`config.mk`:
```
export PLATFORM = sky130hd
export DESIGN_NAME = mul_sequencer_flat
export DESIGN_NICKNAME = d
export VERILOG_FILES = /design/src/rtl/mul_sequencer_if.sv /design/src/rtl/mul_sequencer.sv /design/src/flat_wrapper.sv
export SDC_FILE = /design/constraint.sdc
export NUM_CORES = 1
export LEC_CHECK = 0
export CAP_MARGIN = 15
export CORE_MARGIN = 5
export CORE_UTILIZATION = 40
export DETAILED_ROUTE_END_ITERATION = 6
export PLACE_DENSITY = 0.71
export SETUP_SLACK_MARGIN = 0.05
export SLEW_MARGIN = 0
export SYNTH_ARGS = -nofsm -noshare
export SYNTH_HDL_FRONTEND = slang
export SYNTH_SLANG_ARGS = --single-unit
```
`constraint.sdc`:
```
create_clock -name clk -period 14.9 [get_ports clk]
set_input_delay 2.235 -clock clk [delete_from_list [all_inputs] [get_ports clk]]
set_output_delay 2.235 -clock clk [all_outputs]
set_load 0.01 [all_outputs]
```
`src/rtl/mul_sequencer_if.sv`:
```
// mul_sequencer_if: request/result handshake plus the shared ALU port bundle
// of the iterative multiplier. The master side is the pipeline/ALU
// environment. The slave side is the sequencer itself.
interface mul_sequencer_if #(
  parameter int DATA_WIDTH    = 32,
  parameter int OPCODE_LENGTH = 4
);
  logic                     start;
  logic [DATA_WIDTH-1:0]    op_a;
  logic [DATA_WIDTH-1:0]    op_b;
  logic                     abort;
  logic                     ready;
  logic                     busy;
  logic                     done;
  logic [DATA_WIDTH-1:0]    result_lo;
  logic [DATA_WIDTH-1:0]    result_hi;
  logic [DATA_WIDTH-1:0]    alu_srca;
  logic [DATA_WIDTH-1:0]    alu_srcb;
  logic [OPCODE_LENGTH-1:0] alu_op;
  logic [DATA_WIDTH-1:0]    alu_result;

  modport master (
    output start, op_a, op_b, abort, alu_result,
    input  ready, busy, done, result_lo, result_hi, alu_srca, alu_srcb, alu_op
  );

  modport slave (
    input  start, op_a, op_b, abort, alu_result,
    output ready, busy, done, result_lo, result_hi, alu_srca, alu_srcb, alu_op
  );
endinterface

```
`src/rtl/mul_sequencer.sv`:
```
// mul_sequencer: shift-add unsigned multiplier that borrows the execute-stage
// ALU for one ADD per iteration. It produces the full 2*DATA_WIDTH-bit product
// after DATA_WIDTH iterations.
// Optional feature: define MUL_ABORT_EN to let `abort` flush a running multiply.
// When MUL_ABORT_EN is undefined, `abort` is ignored.
module mul_sequencer #(
  parameter int DATA_WIDTH    = 32,
  parameter int OPCODE_LENGTH = 4
) (
  input logic            clk,
  input logic            reset,
  mul_sequencer_if.slave bus
);
  localparam int CNT_W = $clog2(DATA_WIDTH) + 1;
  localparam logic [OPCODE_LENGTH-1:0] ALU_ADD   = OPCODE_LENGTH'(4'b0010);
  localparam logic [CNT_W-1:0]         LAST_ITER = CNT_W'(DATA_WIDTH - 1);
  localparam logic [CNT_W-1:0]         CNT_ONE   = CNT_W'(1);

  typedef enum logic [1:0] {
    IDLE = 2'b00,
    RUN  = 2'b01,
    DONE = 2'b10
  } state_t;

  // An unsigned add overflowed exactly when the sum wrapped below the augend.
  function automatic logic add_carry(input logic [DATA_WIDTH-1:0] sum,
                                     input logic [DATA_WIDTH-1:0] augend);
    return (sum < augend);
  endfunction

  state_t                state_r;
  state_t                next_state_s;
  logic [DATA_WIDTH-1:0] m_r;
  logic [DATA_WIDTH-1:0] hi_r;
  logic [DATA_WIDTH-1:0] lo_r;
  logic [CNT_W-1:0]      count_r;
  logic                  ready_r;
  logic                  busy_r;
  logic                  done_r;
  logic [DATA_WIDTH-1:0] result_lo_r;
  logic [DATA_WIDTH-1:0] result_hi_r;
  logic [DATA_WIDTH-1:0] hi_nxt_s;
  logic [DATA_WIDTH-1:0] lo_nxt_s;
  logic                  carry_s;
  logic                  last_iter_s;
  logic                  abort_req_s;

`ifdef MUL_ABORT_EN
  assign abort_req_s = bus.abort;
`else
  logic unused_abort_s;
  assign unused_abort_s = bus.abort;
  assign abort_req_s    = 1'b0;
`endif

  // One shift-add step: the ALU sum and its carry become HI, and its LSB shifts into LO.
  always_comb begin
    carry_s     = add_carry(bus.alu_result, hi_r);
    hi_nxt_s    = {carry_s, bus.alu_result[DATA_WIDTH-1:1]};
    lo_nxt_s    = {bus.alu_result[0], lo_r[DATA_WIDTH-1:1]};
    last_iter_s = (count_r == LAST_ITER);
  end

  // Drive the shared ALU with HI + (multiplier bit ? M : 0) while running, and with zeros otherwise.
  always_comb begin
    bus.alu_op   = ALU_ADD;
    bus.alu_srca = {DATA_WIDTH{1'b0}};
    bus.alu_srcb = {DATA_WIDTH{1'b0}};
    if (state_r == RUN) begin
      bus.alu_srca = hi_r;
      if (lo_r[0]) begin
        bus.alu_srcb = m_r;
      end else begin
        bus.alu_srcb = {DATA_WIDTH{1'b0}};
      end
    end else begin
      bus.alu_srca = {DATA_WIDTH{1'b0}};
      bus.alu_srcb = {DATA_WIDTH{1'b0}};
    end
  end

  // Next-state selection. In RUN, abort takes priority over finishing.
  always_comb begin
    next_state_s = state_r;
    case (state_r)
      IDLE: begin
        if (bus.start) begin
          next_state_s = RUN;
        end else begin
          next_state_s = IDLE;
        end
      end
      RUN: begin
        if (abort_req_s) begin
          next_state_s = IDLE;
        end else if (last_iter_s) begin
          next_state_s = DONE;
        end else begin
          next_state_s = RUN;
        end
      end
      DONE:    next_state_s = IDLE;
      default: next_state_s = IDLE;
    endcase
  end

  // State register.
  always_ff @(posedge clk or posedge reset) begin
    if (reset) begin
      state_r <= IDLE;
    end else begin
      state_r <= next_state_s;
    end
  end

  // Operand load on an accepted start, then one iteration per RUN cycle unless flushed.
  always_ff @(posedge clk or posedge reset) begin
    if (reset) begin
      m_r     <= {DATA_WIDTH{1'b0}};
      hi_r    <= {DATA_WIDTH{1'b0}};
      lo_r    <= {DATA_WIDTH{1'b0}};
      count_r <= {CNT_W{1'b0}};
    end else begin
      case (state_r)
        IDLE: begin
          if (bus.start) begin
            m_r     <= bus.op_a;
            hi_r    <= {DATA_WIDTH{1'b0}};
            lo_r    <= bus.op_b;
            count_r <= {CNT_W{1'b0}};
          end
        end
        RUN: begin
          if (next_state_s != IDLE) begin
            hi_r    <= hi_nxt_s;
            lo_r    <= lo_nxt_s;
            count_r <= count_r + CNT_ONE;
          end
        end
        default: begin
        end
      endcase
    end
  end

  // Status and results are registered from the next state so they line up with the state itself.
  always_ff @(posedge clk or posedge reset) begin
    if (reset) begin
      ready_r     <= 1'b1;
      busy_r      <= 1'b0;
      done_r      <= 1'b0;
      result_lo_r <= {DATA_WIDTH{1'b0}};
      result_hi_r <= {DATA_WIDTH{1'b0}};
    end else begin
      ready_r <= (next_state_s == IDLE);
      busy_r  <= (next_state_s == RUN);
      done_r  <= (next_state_s == DONE);
      if ((state_r == RUN) && (next_state_s == DONE)) begin
        result_lo_r <= lo_nxt_s;
        result_hi_r <= hi_nxt_s;
      end
    end
  end

  assign bus.ready     = ready_r;
  assign bus.busy      = busy_r;
  assign bus.done      = done_r;
  assign bus.result_lo = result_lo_r;
  assign bus.result_hi = result_hi_r;
endmodule

```
`src/flat_wrapper.sv`:
```
// flat-port wrapper written by rule: the top's interface ports become plain ports
module mul_sequencer_flat 
#(
  parameter int DATA_WIDTH    = 32,
  parameter int OPCODE_LENGTH = 4
)
  (clk, reset, bus_start, bus_op_a, bus_op_b, bus_abort, bus_alu_result, bus_ready, bus_busy, bus_done, bus_result_lo, bus_result_hi, bus_alu_srca, bus_alu_srcb, bus_alu_op);
  mul_sequencer_if #(.DATA_WIDTH(DATA_WIDTH), .OPCODE_LENGTH(OPCODE_LENGTH)) bus_i ();
  input logic clk;
  input logic reset;
  input wire logic [$bits(bus_i.start)-1:0] bus_start;
  input wire logic [$bits(bus_i.op_a)-1:0] bus_op_a;
  input wire logic [$bits(bus_i.op_b)-1:0] bus_op_b;
  input wire logic [$bits(bus_i.abort)-1:0] bus_abort;
  input wire logic [$bits(bus_i.alu_result)-1:0] bus_alu_result;
  output wire logic [$bits(bus_i.ready)-1:0] bus_ready;
  output wire logic [$bits(bus_i.busy)-1:0] bus_busy;
  output wire logic [$bits(bus_i.done)-1:0] bus_done;
  output wire logic [$bits(bus_i.result_lo)-1:0] bus_result_lo;
  output wire logic [$bits(bus_i.result_hi)-1:0] bus_result_hi;
  output wire logic [$bits(bus_i.alu_srca)-1:0] bus_alu_srca;
  output wire logic [$bits(bus_i.alu_srcb)-1:0] bus_alu_srcb;
  output wire logic [$bits(bus_i.alu_op)-1:0] bus_alu_op;
  assign bus_i.start = bus_start;
  assign bus_i.op_a = bus_op_a;
  assign bus_i.op_b = bus_op_b;
  assign bus_i.abort = bus_abort;
  assign bus_i.alu_result = bus_alu_result;
  assign bus_ready = bus_i.ready;
  assign bus_busy = bus_i.busy;
  assign bus_done = bus_i.done;
  assign bus_result_lo = bus_i.result_lo;
  assign bus_result_hi = bus_i.result_hi;
  assign bus_alu_srca = bus_i.alu_srca;
  assign bus_alu_srcb = bus_i.alu_srcb;
  assign bus_alu_op = bus_i.alu_op;
  mul_sequencer #(.DATA_WIDTH(DATA_WIDTH), .OPCODE_LENGTH(OPCODE_LENGTH)) u_core (.clk(clk), .reset(reset), .bus(bus_i));
endmodule
```
==> impl_metrics.json <==
{
  "status": "complete, no violations",
  "grt_pass1_vias": 6255,
  "cp.required_ps": 12660,
  "grt_first_pass_wirelength_microns": 33300,
  "crit_path_frequent_cell": "buf_4",
  "netlist_area_sq_mm": 0.00782,
  "fmax_mhz": 181,
  "finalCriticalPeriod_ps": 5520,
  "n_antenna_cell": 0,
  "cts_setup_buffers": 0,
  "synth_area_leader_cell": "dfrtp_1",
  "path_buf_inv": 3,
  "tns_ps": 0,
  "grt_max_degree": 115,
  "path_cells": "buf_4, nor2b_4, buf_4, and2_1, clkdlybuf4s50_1",
  "fin_skew_ps": 9.69,
  "cts_made_buffers": 17,
  "grt.total_usage_pct": 18.6,
  "post_cts_resize_count": 0,
  "place_area_sq_mm": 0.0103,
  "wire_per_inst_microns": 16.8,
  "reg2reg_slack_ps": 12190,
  "ctsHoldBuffers": 0,
  "start_util_pct": 40.5,
  "antenna_found_initial": 1,
  "min_from": "u_core.m_r[12]$_DFFE_PP0P_",
  "clk_pin_slew_ps": 70,
  "setup_viol_count_final": 0,
  "drive_gt1_share_pct": 7.52,
  "power_density_mw_per_mm2": 127,
  "ys_ff_latch": 171,
  "cp_slowest_stage_delay_ps": 700,
  "post_drt_via_cell_ratio": 5.04,
  "hold_depth": 2,
  "detail-route-antenna-nets": 0,
  "cp-start-kind": "flop",
  "hpwl_microns": 13600,
  "endpoint_kind": "output port",
  "rr_startpoint": "u_core.state_r[0]$_DFF_PP0_",
  "ys_async_sr_fraction_pct": 100,
  "num_rows": 51,
  "synth_cells": 737,
  "drt_iter0_markers": 295,
  "vdd_drop_max_mv": 0.0843,
  "arrival_ps": 3290,
  "core_area_sq_mm": 0.0193,
  "tightest_slew_ps": 960,
  "yosysWarnings": 0,
  "synth_edf_count": 0,
  "slew_headroom_pct": 36.0,
  "finish.utilization_pct": 56.7,
  "clk_path_buf_depth": 2,
  "clock-root-buffer": "clkbuf_16",
  "drt_first_pass_iters": 4,
  "die_w_microns": 150,
  "hold_viol": 0,
  "rr_worst_depth": 6,
  "critical_path_class": "reg -> out",
  "gp_congestion": 0.765,
  "ioPinCount": 235,
  "cp_slowest_cell": "nor2b_4",
  "synth_top_cell_area_share_pct": 54.4,
  "ys_types": 37,
  "ys.flop_type": "dfrtp_1",
  "area_growth_pct": 40.2,
  "die_y_microns": 150,
  "min_path_type": "reg -> reg",
  "post-route-period-util_pct": 37.1,
  "clk-insertion-delay-late_ps": 420,
  "num-nets-final": 1076,
  "rsz0062_at_grt": "no",
  "avgSynthCellArea_sq_um": 10.6,
  "wirelength_microns": 20500,
  "cts_tree": "yes",
  "drv_cap": 0,
  "vias": 6161,
  "final_cell_area_sq_mm": 0.0110,
  "htreeDepth": 4,
  "crit_family": "buffers and inverters",
  "ys_seq_area_share_pct": 54.7,
  "synth_area_leaders": "dfrtp_1 54%, nand2_1 6.3%, mux2_1 5.8%, ha_1 5.1%, a22o_1 3.6%",
  "finalMaxSlewViolations": 0,
  "r2r-end": "u_core.count_r[5]$_DFFE_PP0P_",
  "drc": 0,
  "whs_endpoint": "u_core.m_r[12]$_DFFE_PP0P_",
  "cts.sinks": 171,
  "port_buffers": 229,
  "path_max_fanout": 49,
  "p_leak_uw": 0.00489,
  "overflow": 0,
  "die-area_sq_mm": 0.0224
}
where the power goes:
part / leakage, uW / switching, uW / internal [uW]
combinational: 0.00251 / 142 / 165
clock: 0.000321 / 194 / 301
sequential: 0.00206 / 55.0 / 540
total: 0.00489 / 391 / 1010
per-stage QoR:
| stage | worst slack [ps] | hold WS (ps) | std cells | power, uW |
|---|---|---|---|---|
| finish | 9380 | 465 | 1222 | 1400 |
| detailed placement | 9800 | 455 | 1189 | 912 |
| global route | 9140 | 491 | 1222 | 1480 |
| CTS | 9320 | 473 | 1221 | 1410 |
| floorplan | 8030 | 438 | 739 | 756 |
| global placement | 9810 | 449 | 1189 | 904 |
flip-flops by register name, summed over array words and instances (netlist names):
signal / flops
u_core.bus.done: 1
u_core.count_r: 6
u_core.m_r: 32
u_core.bus.result_lo: 32
u_core.hi_r: 32
u_core.bus.ready: 1
u_core.state_r: 2
u_core.bus.busy: 1
u_core.bus.result_hi: 32
u_core.lo_r: 32
cell usage in the layout (no fill, tap or decap), types with 2 or more instances in the layout:
master	instances
a22o_1	32
mux2_2	23
clkinv_2	2
bufinv_16	5
nand4_1	7
nor2_1	35
dfrtp_1	170
inv_6	6
o21ai_0	48
clkdlybuf4s50_1	229
nand3_1	2
o211ai_1	4
a21o_1	2
buf_4	9
nor3_1	3
nor2b_1	12
conb_1	4
nor2b_2	2
and3_1	32
ha_1	32
a21oi_1	26
inv_1	32
mux2_1	40
nand2_1	131
nand2b_1	3
clkbuf_16	17
a22oi_1	32
synthesized netlist by cell type (all sizes together) (2+ instances only):
| library cell | count |
|---|---|
| nor2 | 35 |
| a21oi | 26 |
| nor4 | 2 |
| dfrtp | 170 |
| o21ai | 48 |
| and3 | 32 |
| o211ai | 4 |
| ha | 32 |
| nand2 | 131 |
| a22oi | 32 |
| nand4 | 7 |
| conb | 2 |
| nand3 | 2 |
| nand2b | 3 |
| nor2b | 15 |
| clkbuf | 30 |
| mux2 | 63 |
| nor3 | 3 |
| buf | 23 |
| a21o | 2 |
| a22o | 32 |
| inv | 33 |
final cells by class:
type | count | area (sq um)
clock buffer | 17 | 425
fill | 1712 | 8370
timing repair buffer | 239 | 2390
clock inverter | 15 | 231
tap | 265 | 332
sequential | 171 | 4280
inverter | 33 | 129
multi-input combinational | 482 | 3180
worst max-delay path by stage:
stage	end	startpoint	slack, ps	cells after the start
after floorplan	u_core.bus.busy$_DFF_PP0_	reset	8030	1
after global placement	bus_alu_srca[0]	u_core.state_r[0]$_DFF_PP0_	9810	5
after detailed placement	bus_alu_srca[0]	u_core.state_r[0]$_DFF_PP0_	9800	5
after CTS	bus_alu_srca[0]	u_core.state_r[0]$_DFF_PP0_	9320	5
after global routing	bus_alu_srca[0]	u_core.state_r[0]$_DFF_PP0_	9140	5
final	bus_alu_srca[0]	u_core.state_r[0]$_DFF_PP0_	9380	5
tightest hold or removal path, delay by kind of cell (launching register included):
kind             cells  cell delay, ps
AND/OR/NAND/NOR      2             100
flip-flops           1             340
kinds of logic (layout without fill, tap and decap cells):
logic type	count (synthesis)	after routing	share of synthesized area, %
and+or+nand+nor	234	234	13.6
DFF	171	171	54.7
AOI/OAI and AO/OA	149	149	12.4
buffers and inverters	86	304	4.96
muxes	63	63	9.07
adders and majority gates	32	32	5.12
other	2	4	0.0960
layer usage:
layer / part of all wire [%] / GRT usage (%) / vias up
met2: 46 / 29.2 / 160
met4: 1.4 / 5.40 / 0
met5: 0 / 0 / -
met1: 45 / 25.1 / 3019
met3: 7.1 / 5.63 / 18
li1: - / - / 2964
Note: power is estimated with default switching activity, not from simulation.
